$ cat src/rtl/poly1305_pkg.sv
// Constants and helpers shared by the Poly1305 sequencer and its finalize stage.
package poly1305_pkg;

    localparam logic [129:0] P          = 130'h3_ffff_ffff_ffff_ffff_ffff_ffff_ffff_fffb;
    localparam logic [127:0] CLAMP_MASK = 128'h0fff_fffc_0fff_fffc_0fff_fffc_0fff_ffff;
    localparam int           BLOCK_BYTES = 16;

    localparam logic [2:0] S_IDLE  = 3'd0;
    localparam logic [2:0] S_LOAD  = 3'd1;
    localparam logic [2:0] S_START = 3'd2;
    localparam logic [2:0] S_WAIT  = 3'd3;
    localparam logic [2:0] S_FINAL = 3'd4;
    localparam logic [2:0] S_OUT   = 3'd5;

    // A full block (n == 16) lands the pad bit at m[128]; a partial block gets 0x01 at byte n.
    function automatic logic [128:0] pad_block(input logic [127:0] blk, input logic [4:0] n);
        return {1'b0, blk} | (129'd1 << {n, 3'b000});
    endfunction

endpackage

$ cat src/rtl/poly1305_sequencer_if.sv
// Key, message, tag and processblock signals of the Poly1305 sequencer.
interface poly1305_sequencer_if;

    logic         key_valid;
    logic         key_ready;
    logic [127:0] key_r;
    logic [127:0] key_s;

    logic         msg_valid;
    logic         msg_ready;
    logic [31:0]  msg_data;
    logic [2:0]   msg_bytes;
    logic         msg_last;

    logic         tag_valid;
    logic         tag_ready;
    logic [127:0] tag;

    logic [127:0] pb_r;
    logic [128:0] pb_m;
    logic [129:0] pb_a_in;
    logic         pb_start;
    logic         pb_done;
    logic [129:0] pb_a_out;

    // The sequencer side.
    modport master (
        input  key_valid, key_r, key_s,
        input  msg_valid, msg_data, msg_bytes, msg_last,
        input  tag_ready, pb_done, pb_a_out,
        output key_ready, msg_ready, tag_valid, tag,
        output pb_r, pb_m, pb_a_in, pb_start
    );

    // The host and processblock side.
    modport slave (
        output key_valid, key_r, key_s,
        output msg_valid, msg_data, msg_bytes, msg_last,
        output tag_ready, pb_done, pb_a_out,
        input  key_ready, msg_ready, tag_valid, tag,
        input  pb_r, pb_m, pb_a_in, pb_start
    );

endinterface

$ cat src/rtl/poly1305_finalize.sv
// Final Poly1305 step: reduce the accumulator once mod P, add s, keep the low 128 bits.
module poly1305_finalize (
    input  logic [129:0] i_acc,
    input  logic [127:0] i_s,
    output logic [127:0] o_tag
);
    import poly1305_pkg::*;

    logic [129:0] w_reduced;

    // acc < 2^130 < 2P, so a single conditional subtraction is a full reduction.
    assign w_reduced = (i_acc >= P) ? (i_acc - P) : i_acc;
    assign o_tag     = 128'(w_reduced + {2'b00, i_s});

endmodule

$ cat src/rtl/poly1305_sequencer.sv
// Poly1305 driver: packs the message into padded 16-byte blocks, runs each through an
// external processblock unit, chains the accumulator and emits the final tag.
module poly1305_sequencer (
    input  logic                 clk,
    input  logic                 reset,
    poly1305_sequencer_if.master bus
);
    import poly1305_pkg::*;

    logic [2:0]   r_state;
    logic [127:0] r_r;
    logic [127:0] r_s;
    logic [129:0] r_acc;
    logic [127:0] r_buf;
    logic [4:0]   r_cnt;
    logic         r_last;
    logic [127:0] r_tag;
    logic [127:0] r_pb_r;
    logic [128:0] r_pb_m;
    logic [129:0] r_pb_a_in;

    logic [2:0]   w_eff_bytes;
    logic [4:0]   w_cnt_next;
    logic [127:0] w_buf_next;
    logic         w_block_done;
    logic [127:0] w_tag;

    // Merge the incoming word into the block buffer; short or oversized counts on
    // non-final words are forced to 4 so the byte offset stays word aligned.
    // NOTE: every always_comb output gets a default before any conditional write, so no latch is inferred.
    always_comb begin
        w_eff_bytes = (!bus.msg_last || bus.msg_bytes > 3'd4) ? 3'd4 : bus.msg_bytes;
        w_cnt_next  = r_cnt + {2'b00, w_eff_bytes};
        w_buf_next  = r_buf;
        for (int k = 0; k < 4; k++) begin
            if (k < int'(w_eff_bytes)) begin
                w_buf_next[{r_cnt[3:0] + 4'(k), 3'b000} +: 8] = bus.msg_data[8*k +: 8];
            end
        end
    end

    assign w_block_done = (w_cnt_next == 5'(BLOCK_BYTES)) || bus.msg_last;

    poly1305_finalize u_finalize (
        .i_acc (r_acc),
        .i_s   (r_s),
        .o_tag (w_tag)
    );

    // NOTE: state registers use non-blocking assignments so every flop samples pre-edge values.
    always_ff @(posedge clk or posedge reset) begin
        if (reset) begin
            r_state   <= S_IDLE;
            r_r       <= '0;
            r_s       <= '0;
            r_acc     <= '0;
            r_buf     <= '0;
            r_cnt     <= '0;
            r_last    <= 1'b0;
            r_tag     <= '0;
            r_pb_r    <= '0;
            r_pb_m    <= '0;
            r_pb_a_in <= '0;
        end else begin
            case (r_state)
                S_IDLE: begin
                    if (bus.key_valid) begin
                        r_r     <= bus.key_r & CLAMP_MASK;
                        r_s     <= bus.key_s;
                        r_acc   <= '0;
                        r_buf   <= '0;
                        r_cnt   <= '0;
                        r_last  <= 1'b0;
                        r_state <= S_LOAD;
                    end
                end
                S_LOAD: begin
                    if (bus.msg_valid) begin
                        r_buf  <= w_buf_next;
                        r_cnt  <= w_cnt_next;
                        r_last <= bus.msg_last;
                        if (w_block_done) begin
                            // Nothing buffered at msg_last: the previous block already closed the message.
                            if (w_cnt_next == 5'd0) begin
                                r_state <= S_FINAL;
                            end else begin
                                r_pb_m    <= pad_block(w_buf_next, w_cnt_next);
                                r_pb_r    <= r_r;
                                r_pb_a_in <= r_acc;
                                r_state   <= S_START;
                            end
                        end
                    end
                end
                S_START: begin
                    r_state <= S_WAIT;
                end
                S_WAIT: begin
                    if (bus.pb_done) begin
                        r_acc <= bus.pb_a_out;
                        if (r_last) begin
                            r_state <= S_FINAL;
                        end else begin
                            r_buf   <= '0;
                            r_cnt   <= '0;
                            r_state <= S_LOAD;
                        end
                    end
                end
                S_FINAL: begin
                    r_tag   <= w_tag;
                    r_state <= S_OUT;
                end
                S_OUT: begin
                    if (bus.tag_ready) begin
                        r_state <= S_IDLE;
                    end
                end
                default: r_state <= S_IDLE;
            endcase
        end
    end

    assign bus.key_ready = (r_state == S_IDLE);
    assign bus.msg_ready = (r_state == S_LOAD);
    assign bus.pb_start  = (r_state == S_START);
    assign bus.tag_valid = (r_state == S_OUT);
    assign bus.tag       = r_tag;
    assign bus.pb_r      = r_pb_r;
    assign bus.pb_m      = r_pb_m;
    assign bus.pb_a_in   = r_pb_a_in;

endmodule

$ cat src/flat_wrapper.sv
// flat-port wrapper written by rule: the top's interface ports become plain ports
module poly1305_sequencer_flat import poly1305_pkg::*;
  (clk, reset, bus_key_valid, bus_key_r, bus_key_s, bus_msg_valid, bus_msg_data, bus_msg_bytes, bus_msg_last, bus_tag_ready, bus_pb_done, bus_pb_a_out, bus_key_ready, bus_msg_ready, bus_tag_valid, bus_tag, bus_pb_r, bus_pb_m, bus_pb_a_in, bus_pb_start);
  poly1305_sequencer_if bus_i ();
  input  logic clk;
  input  logic reset;
  input wire logic [$bits(bus_i.key_valid)-1:0] bus_key_valid;
  input wire logic [$bits(bus_i.key_r)-1:0] bus_key_r;
  input wire logic [$bits(bus_i.key_s)-1:0] bus_key_s;
  input wire logic [$bits(bus_i.msg_valid)-1:0] bus_msg_valid;
  input wire logic [$bits(bus_i.msg_data)-1:0] bus_msg_data;
  input wire logic [$bits(bus_i.msg_bytes)-1:0] bus_msg_bytes;
  input wire logic [$bits(bus_i.msg_last)-1:0] bus_msg_last;
  input wire logic [$bits(bus_i.tag_ready)-1:0] bus_tag_ready;
  input wire logic [$bits(bus_i.pb_done)-1:0] bus_pb_done;
  input wire logic [$bits(bus_i.pb_a_out)-1:0] bus_pb_a_out;
  output wire logic [$bits(bus_i.key_ready)-1:0] bus_key_ready;
  output wire logic [$bits(bus_i.msg_ready)-1:0] bus_msg_ready;
  output wire logic [$bits(bus_i.tag_valid)-1:0] bus_tag_valid;
  output wire logic [$bits(bus_i.tag)-1:0] bus_tag;
  output wire logic [$bits(bus_i.pb_r)-1:0] bus_pb_r;
  output wire logic [$bits(bus_i.pb_m)-1:0] bus_pb_m;
  output wire logic [$bits(bus_i.pb_a_in)-1:0] bus_pb_a_in;
  output wire logic [$bits(bus_i.pb_start)-1:0] bus_pb_start;
  assign bus_i.key_valid = bus_key_valid;
  assign bus_i.key_r = bus_key_r;
  assign bus_i.key_s = bus_key_s;
  assign bus_i.msg_valid = bus_msg_valid;
  assign bus_i.msg_data = bus_msg_data;
  assign bus_i.msg_bytes = bus_msg_bytes;
  assign bus_i.msg_last = bus_msg_last;
  assign bus_i.tag_ready = bus_tag_ready;
  assign bus_i.pb_done = bus_pb_done;
  assign bus_i.pb_a_out = bus_pb_a_out;
  assign bus_key_ready = bus_i.key_ready;
  assign bus_msg_ready = bus_i.msg_ready;
  assign bus_tag_valid = bus_i.tag_valid;
  assign bus_tag = bus_i.tag;
  assign bus_pb_r = bus_i.pb_r;
  assign bus_pb_m = bus_i.pb_m;
  assign bus_pb_a_in = bus_i.pb_a_in;
  assign bus_pb_start = bus_i.pb_start;
  poly1305_sequencer u_core (.clk(clk), .reset(reset), .bus(bus_i));
endmodule
$ cat config.mk
export PLATFORM = sky130hd
export DESIGN_NAME = poly1305_sequencer_flat
export DESIGN_NICKNAME = d
export VERILOG_FILES = /design/src/rtl/poly1305_pkg.sv /design/src/rtl/poly1305_sequencer_if.sv /design/src/rtl/poly1305_finalize.sv /design/src/rtl/poly1305_sequencer.sv /design/src/flat_wrapper.sv
export SDC_FILE = /design/constraint.sdc
export NUM_CORES = 2
export LEC_CHECK = 0
export ABC_AREA = 1
export BUFFER_PORTS_ARGS = -buffer_cell sky130_fd_sc_hd__buf_2
export CORE_AREA = 2 2 372 374
export CTS_CLUSTER_DIAMETER = 40
export CTS_CLUSTER_SIZE = 10
export DETAILED_ROUTE_END_ITERATION = 8
export DIE_AREA = 0 0 374 376
export PLACE_DENSITY = 0.76
export SLEW_MARGIN = 0
export SYNTH_ARGS = -nofsm -noshare
export SYNTH_HDL_FRONTEND = slang
export SYNTH_SLANG_ARGS = --single-unit
$ cat constraint.sdc
create_clock -name clk -period 40.5 [get_ports clk]
set_input_delay 12.15 -clock clk [delete_from_list [all_inputs] [get_ports clk]]
set_output_delay 12.15 -clock clk [all_outputs]
set_load 0.005 [all_outputs]
==> results.cfg <==
[run_status]
outcome = finished clean

[yosys]
syn_inst = 9083
yosys-top-cells-area = dfrtp_1 (41%), nand2_1 (24%), inv_1 (6.8%), o21ai_0 (5.2%), nand3_1 (4.7%)
yosysMostFrequentCell = nand2_1
synth_area_um2 = 60330
synth_seq_cells = 994
synth.avg_cell_area_um2 = 6.642
synthArstFlopShare_pct = 100.0
synth_top_area_share_pct = 41.23
ys_seq_area_share_pct = 41.23
synth_cell_types = 54
synth_edf_count = 0
yosysTopAreaCell = dfrtp_1
netlist_top_cells_count = nand2_1 (3857), inv_1 (1092), dfrtp_1 (994), nor2_1 (727), o21ai_0 (621)
yosys_warnings = 0
synth_top_flop_cell = dfrtp_1

[hold_path]
hp-class = reg -> reg

[sta]
max_freq_ghz = 0.05955
tightestPinTransition_ns = 1.340
finalSetupViolCount = 0
hold_ws_ns = 0.4614
finalSetupTns_ns = 0
period_needed_ns = 16.79
drv_slew = 0
maxSlewHeadroom_pct = 10.66
clock_skew_ns = 0.05401
fin_crit_sh_pct = 41.46
rsz0062_at_grt = no
final_hold_viol_count = 0

[drt]
wirelength_mm = 284.0
ant_nets = 0
drc = 0
drtPass1Iterations = 6
drtIter0Drc = 6539
wl_per_cell_um = 24.09
vias = 63693
via_per_inst = 5.403

[clocking]
clock_latency_ns = 0.84
cts_tree = done
path_clk_slew_ns = 0.05
hold_buffers = 0
cts_buffer_depth = 3
cts_made_buffers = 155
clock_sinks = 994
cts-resized-gates = 0
post_cts_buffers = 0
htreeDepth = 4
cts-root-buf = clkbuf_16

[grt]
grt_first_pass_wirelength_mm = 408.0
track_usage_pct = 39.46
antenna_found_initial = 25
first_global_vias = 60605
grt_max_degree = 222
grt_overflow = 0

[flow_run]
drv_cap = 0

[pwr]
power.switching_mw = 2.656
p_per_area_nw_per_um2 = 78.13
clock_power_share_pct = 23.2
p_leak_nw = 39.55
switching_share_pct = 47.83
seqPwrFrac_pct = 29.8
ir_drop_v = 0.00005751
p_int_mw = 2.898
power_frac_comb_pct = 47.0

[floorplan]
die_h_um = 376
io_pins = 947
fp.dieArea_um2 = 140600
num_rows = 136
coreArea_um2 = 136600
start_util_pct = 44.15
die_w_um = 374

[worst_setup_path]
crit_top_cell = nand2_1
startpoint_type = primary input
slowest_delay_ns = 0.75
cp.buffers_inverters = 4
crit_chain = buf_2 -> nand2_2 -> nor2_1 -> ha_1 -> nand2_1 -> nand2_1 -> nand2_1 -> nand3_1 -> nand2_1 -> nand2_1 -> nor2_1 -> nor2_1 -> o211ai_4 -> buf_4 -> buf_4 -> buf_4 -> nand2_1 -> o21ai_0
critPathRequiredTime_ns = 41.21
critPathMaxFanout = 99
critPathArrivalTime_ns = 17.50
critPathKind = in -> reg
crit_slowest_cell = buf_4
critPathTopFamily = simple AND/OR/NAND/NOR gates
endpoint_kind = flip-flop

[place]
dpl_cell_area_um2 = 66040
numPortBuffers = 902
globalplace.congestion = 1.087
dpl.hpwl_mm = 222.7
dp.cells = 11513

[finish]
fillers = 13888
fin_area_um2 = 71080
nets = 10464
final_cells = 11789
area_growth_pct = 17.82
drive_gt1_share_pct = 13.26
==> power by group through the flow <==
stage	combinational [mW]	sequential (mW)	clock, mW
after global placement	2.52	1.64	0
after detailed placement	2.55	1.65	0
final	2.61	1.66	1.29
after CTS	2.57	1.65	1.29
after floorplan	1.50	1.61	0
after global routing	2.83	1.69	1.34
==> kinds of logic (layout without fill, tap and decap cells) <==
group | Yosys count | after routing | synth area share (%)
simple gates | 5408 | 5408 | 36.09
buf+inv | 1465 | 2337 | 9.697
flops | 994 | 994 | 41.23
xor+xnor | 61 | 61 | 0.9104
fa+ha+maj | 160 | 160 | 3.343
other cells | 1 | 41 | 0.006216
compound gates | 994 | 994 | 8.725
==> placed cells by master (no fill, tap or decap), types with 21 or more instances in the layout <==
cell / instances
buf_4: 43
inv_1: 1090
ha_1: 158
a21oi_1: 180
o21bai_1: 21
dfrtp_1: 993
nand4_1: 45
or2_2: 23
nand3_1: 564
o211ai_1: 72
clkbuf_16: 156
inv_2: 31
nor2_1: 724
o21ai_0: 621
nand2_1: 3854
o21ai_1: 75
buf_2: 902
nor3_1: 84
nand3b_1: 29
xnor2_1: 53
conb_1: 22
==> per-layer routing <==
metal | global-route usage [%] | up-vias | part of all wire [%]
li1 | - | 29722 | -
met5 | 0 | - | 0.025
met1 | 49.37 | 30105 | 39
met4 | 25.60 | 10 | 7.4
met3 | 8.479 | 733 | 8.5
met2 | 61.84 | 3123 | 45
==> through the flow <==
step,total power [mW],utilization [%],setup slack (ns)
6_report,5.554,52.02,23.71
5_1_grt,5.860,52.01,23.39
4_1_cts,5.505,51.99,23.91
3_5_place_dp,4.201,48.33,23.06
3_3_place_gp,4.164,48.33,23.10
2_1_floorplan,3.112,-,0.3841
==> final cells by class <==
cell class                      instances  area (um^2)  area share [%]
Multi-Input combinational cell       6645        29740           41.83
Sequential cell                       994        24880           34.99
Timing Repair Buffer                  948         4897           6.889
Inverter                             1132         4290           6.036
Clock buffer                          190         4222           5.939
Tap cell                             1794         2245           3.158
Clock inverter                         67        770.7           1.084
Antenna cell                           19        47.55         0.06689
==> final timing paths <==
path / start / end / slack (ns) / depth (start not counted)
max: bus_msg_last / u_core.bus.pb_a_in[54] / 23.71 / 18
min reg2reg: u_core.r_r[56] / u_core.bus.pb_r[56] / 0.46 / 2
min in group asynchronous: reset / u_core.bus.pb_r[39] / 11.48 / 2
max in group asynchronous: reset / u_core.r_buf[41] / 24.19 / 7
max reg2reg: u_core.r_acc[128] / u_core.bus.tag[103] / 33.38 / 24
min: u_core.r_r[56] / u_core.bus.pb_r[56] / 0.46 / 2
==> state kept, by name, indices dropped and copies added, names as in the netlist, 5 cells and up <==
register,count
u_core.bus.pb_a_in,130
u_core.r_acc,130
u_core.bus.pb_m,129
u_core.bus.tag,128
u_core.r_buf,128
u_core.r_s,128
u_core.bus.pb_r,106
u_core.r_r,106
u_core.r_cnt,5
==> worst min-delay path: cells and delay by family, from the launching register on <==
family        cells  cell delay [ns]
flops             1             0.34
simple gates      2             0.11
Note: power is estimated with default switching activity, not from simulation.
